`src/rtl/spi_reg_ctrl.sv`:
```
// spi_reg_ctrl: command/address/data sequencer between the clockless SPI slave and a register file.
// Optional macro SPI_REG_CTRL_AUTOINC_EN enables address auto-increment after each data byte.
module spi_reg_ctrl #(
    parameter int         ADDR_W = 8,
    parameter logic [7:0] WR_OP  = 8'h3C,
    parameter logic [7:0] RD_OP  = 8'h5B
) (
    input  logic              dat_rcv_clk,
    input  logic              sclk_rstn,
    input  logic              CSn,
    input  logic [7:0]        slave_in,
    output logic [ADDR_W-1:0] reg_addr,
    output logic              reg_we,
    output logic [7:0]        reg_wdata,
    input  logic [7:0]        reg_rdata,
    output logic [7:0]        slave_out_dat,
    output logic              op_err
);
    typedef enum logic [2:0] {CMD, ADDR, WR, RD, IGN} state_t;
`ifdef SPI_REG_CTRL_AUTOINC_EN
    localparam logic [ADDR_W-1:0] ADDR_INC = ADDR_W'(1);
`else
    localparam logic [ADDR_W-1:0] ADDR_INC = '0;
`endif
    state_t     state;
    logic       rd_mode;
    logic [2:0] bit_cnt;
    logic [1:0] byte_idx;
    logic       frame_rstn;
    logic       byte_done;
    // There is no clock between frames, so CSn high clears the frame-relative view asynchronously.
    assign frame_rstn = sclk_rstn & ~CSn;
    assign byte_done  = bit_cnt == 3'd0 && byte_idx != 2'd0;
    assign reg_we        = !CSn && state == WR && byte_done;
    assign reg_wdata     = slave_in;
    assign slave_out_dat = (!CSn && state == RD) ? reg_rdata : 8'hFF;
    always_ff @(posedge dat_rcv_clk or negedge frame_rstn) begin
        if (!frame_rstn) begin
            state    <= CMD;
            rd_mode  <= 1'b0;
            bit_cnt  <= 3'd0;
            byte_idx <= 2'd0;
        end else begin
            bit_cnt <= bit_cnt + 3'd1;
            if (bit_cnt == 3'd7 && byte_idx != 2'd3)
                byte_idx <= byte_idx + 2'd1;
            if (byte_done)
                case (state)
                    CMD: begin
                        state   <= (slave_in == WR_OP || slave_in == RD_OP) ? ADDR : IGN;
                        rd_mode <= slave_in == RD_OP;
                    end
                    ADDR:    state <= rd_mode ? RD : WR;
                    default: ;
                endcase
        end
    end
    // Address and error flag persist across frames, so only the real reset clears them.
    always_ff @(posedge dat_rcv_clk or negedge sclk_rstn) begin
        if (!sclk_rstn) begin
            reg_addr <= '0;
            op_err   <= 1'b0;
        end else if (byte_done)
            case (state)
                CMD:     op_err   <= !(slave_in == WR_OP || slave_in == RD_OP);
                ADDR:    reg_addr <= ADDR_W'(slave_in);
                WR, RD:  reg_addr <= reg_addr + ADDR_INC;
                default: ;
            endcase
    end
endmodule

```
`config.mk`:
```
export PLATFORM = sky130hd
export DESIGN_NAME = spi_reg_ctrl
export DESIGN_NICKNAME = d
export VERILOG_FILES = /design/src/rtl/spi_reg_ctrl.sv
export SDC_FILE = /design/constraint.sdc
export NUM_CORES = 1
export LEC_CHECK = 0
export BUFFER_PORTS_ARGS = -buffer_cell sky130_fd_sc_hd__buf_4
export CORE_MARGIN = 1.5
export CORE_UTILIZATION = 40
export DETAILED_ROUTE_END_ITERATION = 10
export GPL_ROUTABILITY_DRIVEN = 1
export PLACE_DENSITY = 0.75
export SYNTH_ARGS = -nofsm -noshare
export SYNTH_HDL_FRONTEND = slang
export SYNTH_SLANG_ARGS = --single-unit
```
`constraint.sdc`:
```
create_clock -name dat_rcv_clk -period 1.6 [get_ports dat_rcv_clk]
set_input_delay 0.32 -clock dat_rcv_clk [delete_from_list [all_inputs] [get_ports dat_rcv_clk]]
set_output_delay 0.32 -clock dat_rcv_clk [all_outputs]
set_load 0.02 [all_outputs]
```
==> metrics.md, run 1 <==
| Metric | Value |
|---|---|
| Initial drt markers | 10 |
| Via count | 782 |
| Starting Density | 43.7% |
| Die Ht | 52.8 um |
| Skew final | 0.00235 ns |
| Actual slew at the worst max-slew pin | between 0.3 and 0.4 ns |
| Placed Area | 1330 um2 |
| Hold/Removal Path Class | input pin to asynchronous set/reset pin |
| Root Driver | clkbuf_4 |
| Total die area | 2790 um2 |
| Critical path class | flop to primary output |
| Setup TNS | -0.732 ns |
| Final period util | 106% |
| Reg-to-reg setup timing slack | 0.04 ns |
| Global route overflow | 0 |
| Reg-to-Reg Start | bit_cnt[1]$_DFF_PN0_ |
| H-tree depth | 1 |
| Synth Area per Inst | 12.1 um2 |
| Relative slew slack | slightly below 80% |
| Num ports | 45 |
| Detailed-placement wirelength estimate | 1.60 mm |
| Setup ws final | -0.0939 ns |
| Post-Route Utilization | 65.7% |
| Max-cap violations | 0 |
| Worst reg2reg path endpoint | state[0]$_DFFE_PN0P_ |
| CTS sink cnt | 18 |
| Pin count of the biggest net entering global routing | 11 |
| Diode count | 0 |
| Setup crit end kind | primary output |
| Cell row count | 17 |
| Crit Path Max Fanout | 8 |
| Failing checks | setup timing |
| Post-route cell area | ~1500 um2 |
| Peak Freq | between 500 and 600 MHz |
| Leak | a little over 0.7 nW |
| Ys Warns | 0 |
| Pwr dens | ~630 nW/um2 |
| Required @ worst endpoint | about 1.3 ns |
| Bufs on Longest Clock Path | 2 |
| Worst EP arrival | around 1.4 ns |
| Global Route Usage Sum | between 15 and 20% |
| Die width | about 53 um |
| Vias per cell | between 4 and 5 |
| TritonCTS clock tree | built |
| Sequential fraction of the synthesis area | 45.3% |
| Residual DRC | 0 |
| Ranking of synthesized cells by area | dfrtp_1, mux2_4, ha_1, buf_4, nand2b_1 |
| CTS Buf Count | 3 |
| Synth Net Count | ~110 |
| Synth top area share | 45.3% |
| RSZ-0062 raised after global routing | true |
| Worst-Skew Late Latency | 0.30 ns |
| Outcome | finished, violations left |
| Post-Synthesis Cells | 82 |
| Minimum clock period | 1.69 ns |
| Post-Synthesis Cell Area | around 1000 um2 |
| Fin Hold WS | 0.0627 ns |
| Fill cells | 169 |
| Commonest non-fill, non-tap cell in the layout | buf_4 |
| Vias in the first global route | 779 |
| Startpoint Class | flop |
| Clock Pin Slew Worst Setup and Hold Paths | 0.10 ns |
| Core outline area | 2280 um2 |
| Final WL | between 2 and 2.5 mm |
| Share of cells above drive strength 1 | 60.6% |
| Final hold vios | 0 |
| Pre-antenna DRT Iters | 4 |
| Yosys top cell by area | dfrtp_1 |
| Final net count | around 160 |
| Routability cong. | 0.726 |
| Most frequent cells in the layout | buf_4, dfrtp_1, nand2b_1, buf_6, mux2_4 |
| Initial antenna violation count | 0 |
| Setup-failing EPs final | 9 |
| Max IR drop VDD | 566 uV |
| WL/cell | 13.4 um |
| Slew Limit Fails | 0 |
| Area Overhead vs Synth | 50.5% |
| First-pass GRT wire length | 3.29 mm |
| Post-synth cell types | 27 |
| R2R depth | 5 |
| Port bufs | 44 |
| ANT nets after route | 0 |
| Synthesis-stage register bit count | 18 |
-- cell usage after synthesis --
cell type and number:
mux2i_1 1, nor2_1 2, nand2_1 2, inv_1 4, nand3_4 1, or3b_1 1
nor3_1 2, o41ai_1 1, a21oi_1 4, mux2_4 8, buf_4 8, o31ai_1 2
nand3b_1 1, and3_1 1, nor3b_1 1, or3_1 1, ha_1 5, and2_1 1
and4bb_2 1, nor2b_1 2, nor3b_4 1, o21ai_0 1, nand2b_1 9, mux2_2 2
dfrtp_1 18, xnor2_1 1, nor4bb_1 1
-- what timing repair did --
action                                  CTS  global route
gates cloned                              0             0
endpoints found under the hold margin     9             0
endpoints found under the setup margin   18            18
hold buffers                              1             0
resized for setup                        22             1
setup buffers                             2             3
pin swaps                                 4             1
-- state kept, by name, indices dropped and copies added (netlist names) --
name      cells
reg_addr      8
bit_cnt       3
op_err        1
rd_mode       1
byte_idx      2
state         3
-- through the flow --
stage	instances	power [mW]	setup WS [ns]
finish	160	0.940	-0.0939
floorplan	82	0.579	0.113
global placement	150	0.660	0.0103
CTS	157	0.953	-0.0782
global route	160	0.979	-0.155
detailed placement	150	0.663	-0.0136
-- worst max-delay path by stage --
stage / cells past startpoint / start / to / slack, ns
after floorplan: 4 / byte_idx[0]$_DFFE_PN0P_ / reg_we / 0.11
after global placement: 5 / bit_cnt[0]$_DFF_PN0_ / reg_addr[2]$_DFFE_PN0P_ / 0.01
after detailed placement: 5 / bit_cnt[0]$_DFF_PN0_ / reg_addr[7]$_DFFE_PN0P_ / -0.01
after CTS: 4 / state[2]$_DFFE_PN0P_ / slave_out_dat[0] / -0.08
after global routing: 4 / state[2]$_DFFE_PN0P_ / slave_out_dat[3] / -0.16
final: 4 / state[2]$_DFFE_PN0P_ / slave_out_dat[2] / -0.09
-- cells by family (layout without fill, tap and decap cells) --
family / Yosys count / after routing / share of synthesized area, %
AOI/OAI and AO/OA: 8 / 8 / 4.91
xor gates and xnor gates: 1 / 1 / 0.882
adders and majority gates: 5 / 5 / 6.30
buffers and inverters: 12 / 62 / 7.56
DFF: 18 / 18 / 45.3
muxes: 11 / 11 / 15.4
and+or+nand+nor: 27 / 27 / 19.6
-- report_power, final --
group / switching, mW / internal, mW / total [mW] / leakage [nW]
clock: 0.146 / 0.139 / 0.285 / 0.0210
combinational: 0.0771 / 0.0958 / 0.173 / 0.477
sequential: 0.00993 / 0.472 / 0.482 / 0.206
-- layer usage --
layer	GRT usage [%]	vias up	wire, um
li1	-	381	-
met1	17.3	363	806
met2	31.5	33	1140
met3	2.86	5	134
met4	8.12	0	59
met5	0	-	0
-- final cells by class --
cell class              instances  area, um2  share of cell area, %
multi-input cells              52        517                   34.6
flip-flops and latches         18        450                   30.1
repair buffers                 54        442                   29.5
clock buffers                   4       36.3                   2.43
well taps                      28       35.0                   2.34
inverters                       4       15.0                   1.00
-- critical path, stage by stage (launching register included) --
cell      delay (ns)
dfrtp_1         0.40
nor3b_2         0.23
and2_4          0.22
nand2b_1        0.08
buf_6           0.14
Power figures use the tool's default switching activity.
==> run 2, diff against run 1 <==
- clock period: 1.6 -> 1.82 ns (I/O delays scaled with it)
==> metrics.md, run 2 (synthesis results as in run 1) <==
| Metric | Value |
|---|---|
| Share of cells above drive strength 1 | roughly 58% |
| Actual slew at the worst max-slew pin | around 0.37 ns |
| Max reg flops | 8 |
| Bufs on Longest Clock Path | 2 |
| R2R depth | 5 |
| CTS Buf Count | 3 |
| Initial drt markers | 19 |
| Setup TNS | 0 ns |
| WL/cell | 13.2 um |
| Crit Path Max Fanout | 8 |
| Setup crit end kind | primary output |
| Cell row count | 17 |
| Commonest non-fill, non-tap cell in the layout | buf_4 |
| Slowest cell on the critical path | dfrtp_2 |
| Clock Pin Slew Worst Setup and Hold Paths | 0.10 ns |
| Final hold vios | 0 |
| Core outline area | 2280 um2 |
| Reg-to-Reg Start | bit_cnt[0]$_DFF_PN0_ |
| Port bufs | 44 |
| ANT nets after route | 0 |
| Via count | 784 |
| Pre-antenna DRT Iters | 4 |
| Detailed-placement wirelength estimate | 1.54 mm |
| H-tree depth | 1 |
| Worst reg2reg path endpoint | reg_addr[5]$_DFFE_PN0P_ |
| Die width | 52.8 um |
| Slew Limit Fails | 0 |
| Max-cap violations | 0 |
| Critical path class | flop to primary output |
| Initial antenna violation count | 0 |
| Registers with the most flip-flops | reg_addr: 8 flops, bit_cnt: 3 flops, state: 3 flops |
| Worst EP arrival | 1.44 ns |
| Crit path cell chain | nor3b_4, and2_4, nand2b_1, buf_6 |
| Outcome | complete, no violations |
| Skew final | 0.00386 ns |
| Final non-filler cell total | 159 |
| Placed cell count | 148 |
| RSZ-0062 raised after global routing | true |
| Register area | 452 um2 |
| TritonCTS clock tree | built |
| Total die area | about 2800 um2 |
| Worst-Skew Late Latency | around 0.29 ns |
| Crit-path max cell delay | 0.46 ns |
| Root Driver | clkbuf_4 |
| Starting Density | about 44% |
| Max IR drop VDD | 446 uV |
| Relative slew slack | 75.2% |
| Area Overhead vs Synth | 49.2% |
| Peak Freq | 555 MHz |
| Setup-failing EPs final | 0 |
| Top reg by flops | reg_addr |
| Fill cells | 185 |
| Minimum clock period | 1.80 ns |
| Final WL | 2.10 mm |
| Most frequent cells in the layout | buf_4, dfrtp_1, nand2b_1, buf_6, mux2_4 |
| Vias per cell | 4.93 |
| Global Route Usage Sum | 15.3% |
| WP buf/inv | 1 |
| Leak | slightly above 0.7 nW |
| Pwr dens | 553 nW/um2 |
| Reg-to-reg setup timing slack | 0.15 ns |
| CTS sink cnt | 18 |
| Global route overflow | 0 |
| Routability cong. | 0.724 |
| Crit path max-delay family | simple AND/OR/NAND/NOR gates |
| Hold/Removal Path Class | input pin to asynchronous set/reset pin |
| Vias in the first global route | slightly below 700 |
| Num ports | 45 |
| Pin count of the biggest net entering global routing | 11 |
| Final net count | 156 |
| Final period util | 98.9% |
| Startpoint Class | flop |
| Required @ worst endpoint | 1.46 ns |
| Multi-input logic area | a little over 500 um2 |
| First-pass GRT wire length | approximately 3 mm |
| Residual DRC | 0 |
| Die Ht | 52.8 um |
| Diode count | 0 |
==> run 2: cell count changes in the layout (fill, tap and decap cells not counted), sizes merged <==
cell / before / now
buf: 53 / 52
==> run 2: layout make-up <==
| cell class | count | area share, % |
|---|---|---|
| inverters | 4 | 1.01 |
| well taps | 28 | 2.36 |
| multi-input cells | 52 | 34.4 |
| flip-flops and latches | 18 | 30.5 |
| clock buffers | 4 | 2.45 |
| repair buffers | 53 | 29.3 |
==> run 2: metal layers <==
metal	part of all wire (%)	global-route usage (%)	vias to the layer above
met5	0	0	-
met4	0.48	6.41	0
met3	5.1	2.29	2
met2	55	26.3	32
met1	39	18.8	372
li1	-	-	378
==> run 2: worst max-delay path by stage <==
stage / from / slack, ns / to / cells past startpoint
floorplan: byte_idx[0]$_DFFE_PN0P_ / 0.29 / reg_we / 4
global placement: CSn / 0.18 / slave_out_dat[2] / 5
detailed placement: CSn / 0.10 / slave_out_dat[5] / 5
CTS: byte_idx[0]$_DFFE_PN0P_ / 0.004 / reg_we / 5
global route: state[2]$_DFFE_PN0P_ / -0.05 / slave_out_dat[7] / 4
finish: state[2]$_DFFE_PN0P_ / 0.02 / slave_out_dat[5] / 4
==> run 2: worst reg2reg max path, stage by stage (launching register included) <==
cell,delay (ns)
dfrtp_1,0.39
inv_1,0.08
ha_1,0.20
nor3b_4,0.32
nand3_4,0.23
mux2_4,0.35
==> run 2: power breakdown <==
| group | internal [mW] | switching, mW | leakage, nW |
|---|---|---|---|
| Clock | 0.122 | 0.120 | 0.0210 |
| Combinational | 0.0850 | 0.0671 | 0.484 |
| Sequential | 0.415 | 0.00962 | 0.205 |
| Total | 0.622 | 0.197 | 0.710 |
==> run 2: what timing repair did <==
item / CTS / global route
setup buffers: 1 / 5
pin swaps: 1 / 3
resized for setup: 5 / 15
endpoints found under the hold margin: 9 / 0
setup endpoints to repair: 9 / 9
hold buffers: 1 / 0
==> run 2: metrics by stage <==
stage / total power, mW / util [%] / setup WS (ns) / hold WS [ns] / cell area (um2)
6_report: 0.819 / 65.1 / 0.0194 / 0.121 / 1480
5_1_grt: 0.859 / 65.1 / -0.0491 / 0.136 / 1480
4_1_cts: 0.831 / 60.7 / 0.00373 / 0.103 / 1380
3_5_place_dp: 0.580 / 57.7 / 0.102 / 0.197 / 1310
3_3_place_gp: 0.578 / 57.7 / 0.179 / 0.195 / 1310
2_1_floorplan: 0.509 / - / 0.289 / 0.0684 / 993
==> run 3, diff against run 2 <==
- BUFFER_PORTS_ARGS: -buffer_cell sky130_fd_sc_hd__buf_4 -> -buffer_cell sky130_fd_sc_hd__buf_2
==> metrics.md, run 3 (synthesis results as in run 1) <==
| Metric | Value |
|---|---|
| Outcome | complete, no violations |
| Met1 wire length | 738 um |
| Worst reg2reg path endpoint | reg_addr[5]$_DFFE_PN0P_ |
| Fin Hold WS | between 0.1 and 0.15 ns |
| Total die area | 2790 um2 |
| Final net count | 153 |
| Leak | about 0.63 nW |
| Bufs on Longest Clock Path | 2 |
| Die width | 52.8 um |
| Required @ worst endpoint | approximately 1.5 ns |
| Die Ht | 52.8 um |
| Skew final | 0.000730 ns |
| Setup crit end kind | primary output |
| Max-cap violations | 0 |
| Metal2 WL | 1.03 mm |
| Wire length on met3 | 133 um |
| Worst-Skew Late Latency | 0.29 ns |
| Crit path cell chain | inv_1, ha_4, nor3_4, and3_1, buf_4 |
| Peak Freq | 573 MHz |
| Minimum clock period | 1.74 ns |
| Commonest non-fill, non-tap cell in the layout | buf_2 |
| H-tree depth | 1 |
| Crit Path Max Fanout | 4 |
| Share of cells above drive strength 1 | 54.7% |
| Detailed-placement wirelength estimate | 1.52 mm |
| Max IR drop VDD | 431 uV |
| Starting Density | 43.7% |
| Final non-filler cell total | 156 |
| Relative slew slack | 78.9% |
| Num ports | 45 |
| Reg-to-Reg Start | bit_cnt[0]$_DFF_PN0_ |
| Int Pwr | 598 uW |
| CTS sink cnt | 18 |
| CTS Buf Count | 3 |
| Slew Limit Fails | 0 |
| First-pass GRT wire length | 3.15 mm |
| Hold/Removal Path Class | input pin to asynchronous set/reset pin |
| Vias per cell | 4.83 |
| Pwr dens | between 600 and 700 nW/um2 |
| Reg-to-reg setup timing slack | ~0.2 ns |
| ANT nets after route | 0 |
| Placed cell count | about 150 |
| Comb pwr share | 15.8% |
| Cell row count | 17 |
| Clk pwr share | 30.9% |
| Via count | 754 |
| Flop pwr share | 53.3% |
| Final WL | 1.93 mm |
| Setup-failing EPs final | 0 |
| Residual DRC | 0 |
| Area Overhead vs Synth | 31.5% |
| Critical path class | flop to primary output |
| Register area | 450 um2 |
| WP buf/inv | 2 |
| WL/cell | 12.4 um |
| Vias in the first global route | roughly 760 |
| R2R depth | 5 |
| Initial antenna violation count | 0 |
| Uppermost layer routed | met4 |
| Top reg by flops | reg_addr |
| Final period util | 95.9% |
| Setup TNS | 0 ns |
| Routability cong. | 0.712 |
| CP Depth | 5 |
| TritonCTS clock tree | built |
| Fill cells | approximately 210 |
| Diode count | 0 |
| Initial drt markers | 4 |
| Final hold vios | 0 |
| Multi-input logic area | about 500 um2 |
| Slowest cell on the critical path | dfrtp_1 |
| Global Route Usage Sum | 15.5% |
| Switching Share | roughly a quarter |
| Port bufs | 44 |
| Sw Pwr | 198 uW |
| Clock Pin Slew Worst Setup and Hold Paths | 0.10 ns |
| Global route overflow | 0 |
| Startpoint Class | flop |
| Pre-antenna DRT Iters | 4 |
| Max reg flops | 8 |
| Root Driver | clkbuf_4 |
| Actual slew at the worst max-slew pin | roughly 0.31 ns |
| Worst EP arrival | 1.38 ns |
| Pwr Total | 796 uW |
| Core outline area | ~2300 um2 |
| Registers with the most flip-flops | reg_addr: 8 flops, bit_cnt: 3 flops, state: 3 flops |
| Most frequent cells in the layout | buf_2, dfrtp_1, nand2b_1 |
| Pin count of the biggest net entering global routing | 11 |
| Crit-path max cell delay | 0.39 ns |
| Crit path max-delay family | flip-flops |
==> run 3: layer usage <==
| layer | up-vias | track usage (%) |
|---|---|---|
| met5 | - | 0 |
| met4 | 0 | 6.41 |
| met3 | 4 | 2.57 |
| met2 | 30 | 28.1 |
| met1 | 353 | 17.8 |
| li1 | 367 | - |
==> run 3: worst max-delay path by stage <==
stage / endpoint / from / slack [ns]
finish: reg_we / byte_idx[0]$_DFFE_PN0P_ / 0.08
global route: reg_we / byte_idx[0]$_DFFE_PN0P_ / -0.005
CTS: slave_out_dat[2] / state[1]$_DFFE_PN0P_ / 0.008
detailed placement: slave_out_dat[2] / CSn / 0.12
global placement: slave_out_dat[4] / CSn / 0.20
floorplan: reg_we / byte_idx[0]$_DFFE_PN0P_ / 0.29
==> run 3: timing repair <==
action / in CTS / in global routing
setup buffers: 0 / 2
pin swaps: 0 / 1
resized for setup: 4 / 4
endpoints found under the hold margin: 9 / 0
setup endpoints to repair: 9 / 9
cloned: 0 / 0
hold buffers: 1 / 0
==> run 3: metrics by stage <==
step / worst slack [ns] / util, % / instance area [um2]
floorplan: 0.289 / - / 993
global route: -0.00463 / 57.4 / 1310
finish: 0.0754 / 57.4 / 1310
global placement: 0.199 / 53.2 / 1210
CTS: 0.00835 / 55.9 / 1270
detailed placement: 0.119 / 53.2 / 1210
==> run 3: power by group through the flow <==
| stage | clock [mW] | combinational [mW] | sequential [mW] |
|---|---|---|---|
| detailed placement | 0 | 0.123 | 0.432 |
| CTS | 0.252 | 0.125 | 0.425 |
| global placement | 0 | 0.121 | 0.431 |
| floorplan | 0 | 0.0591 | 0.450 |
| global route | 0.271 | 0.137 | 0.426 |
| finish | 0.246 | 0.126 | 0.424 |
==> run 3: area by class of cell <==
cell class | instances | share of cell area (%)
inverter | 4 | 1.15
timing repair buffer | 50 | 20.7
clock buffer | 4 | 2.78
multi-input combinational | 52 | 38.2
sequential | 18 | 34.5
tap | 28 | 2.68
==> run 3: worst register-to-register path: cells and delay by family, from the launching register on <==
family                   cells  cell delay [ns]
AND/OR/NAND/NOR              2             0.51
flip-flops                   1             0.40
multiplexers                 1             0.35
adder cells (fa/ha/maj)      1             0.19
buffers and inverters        1             0.08
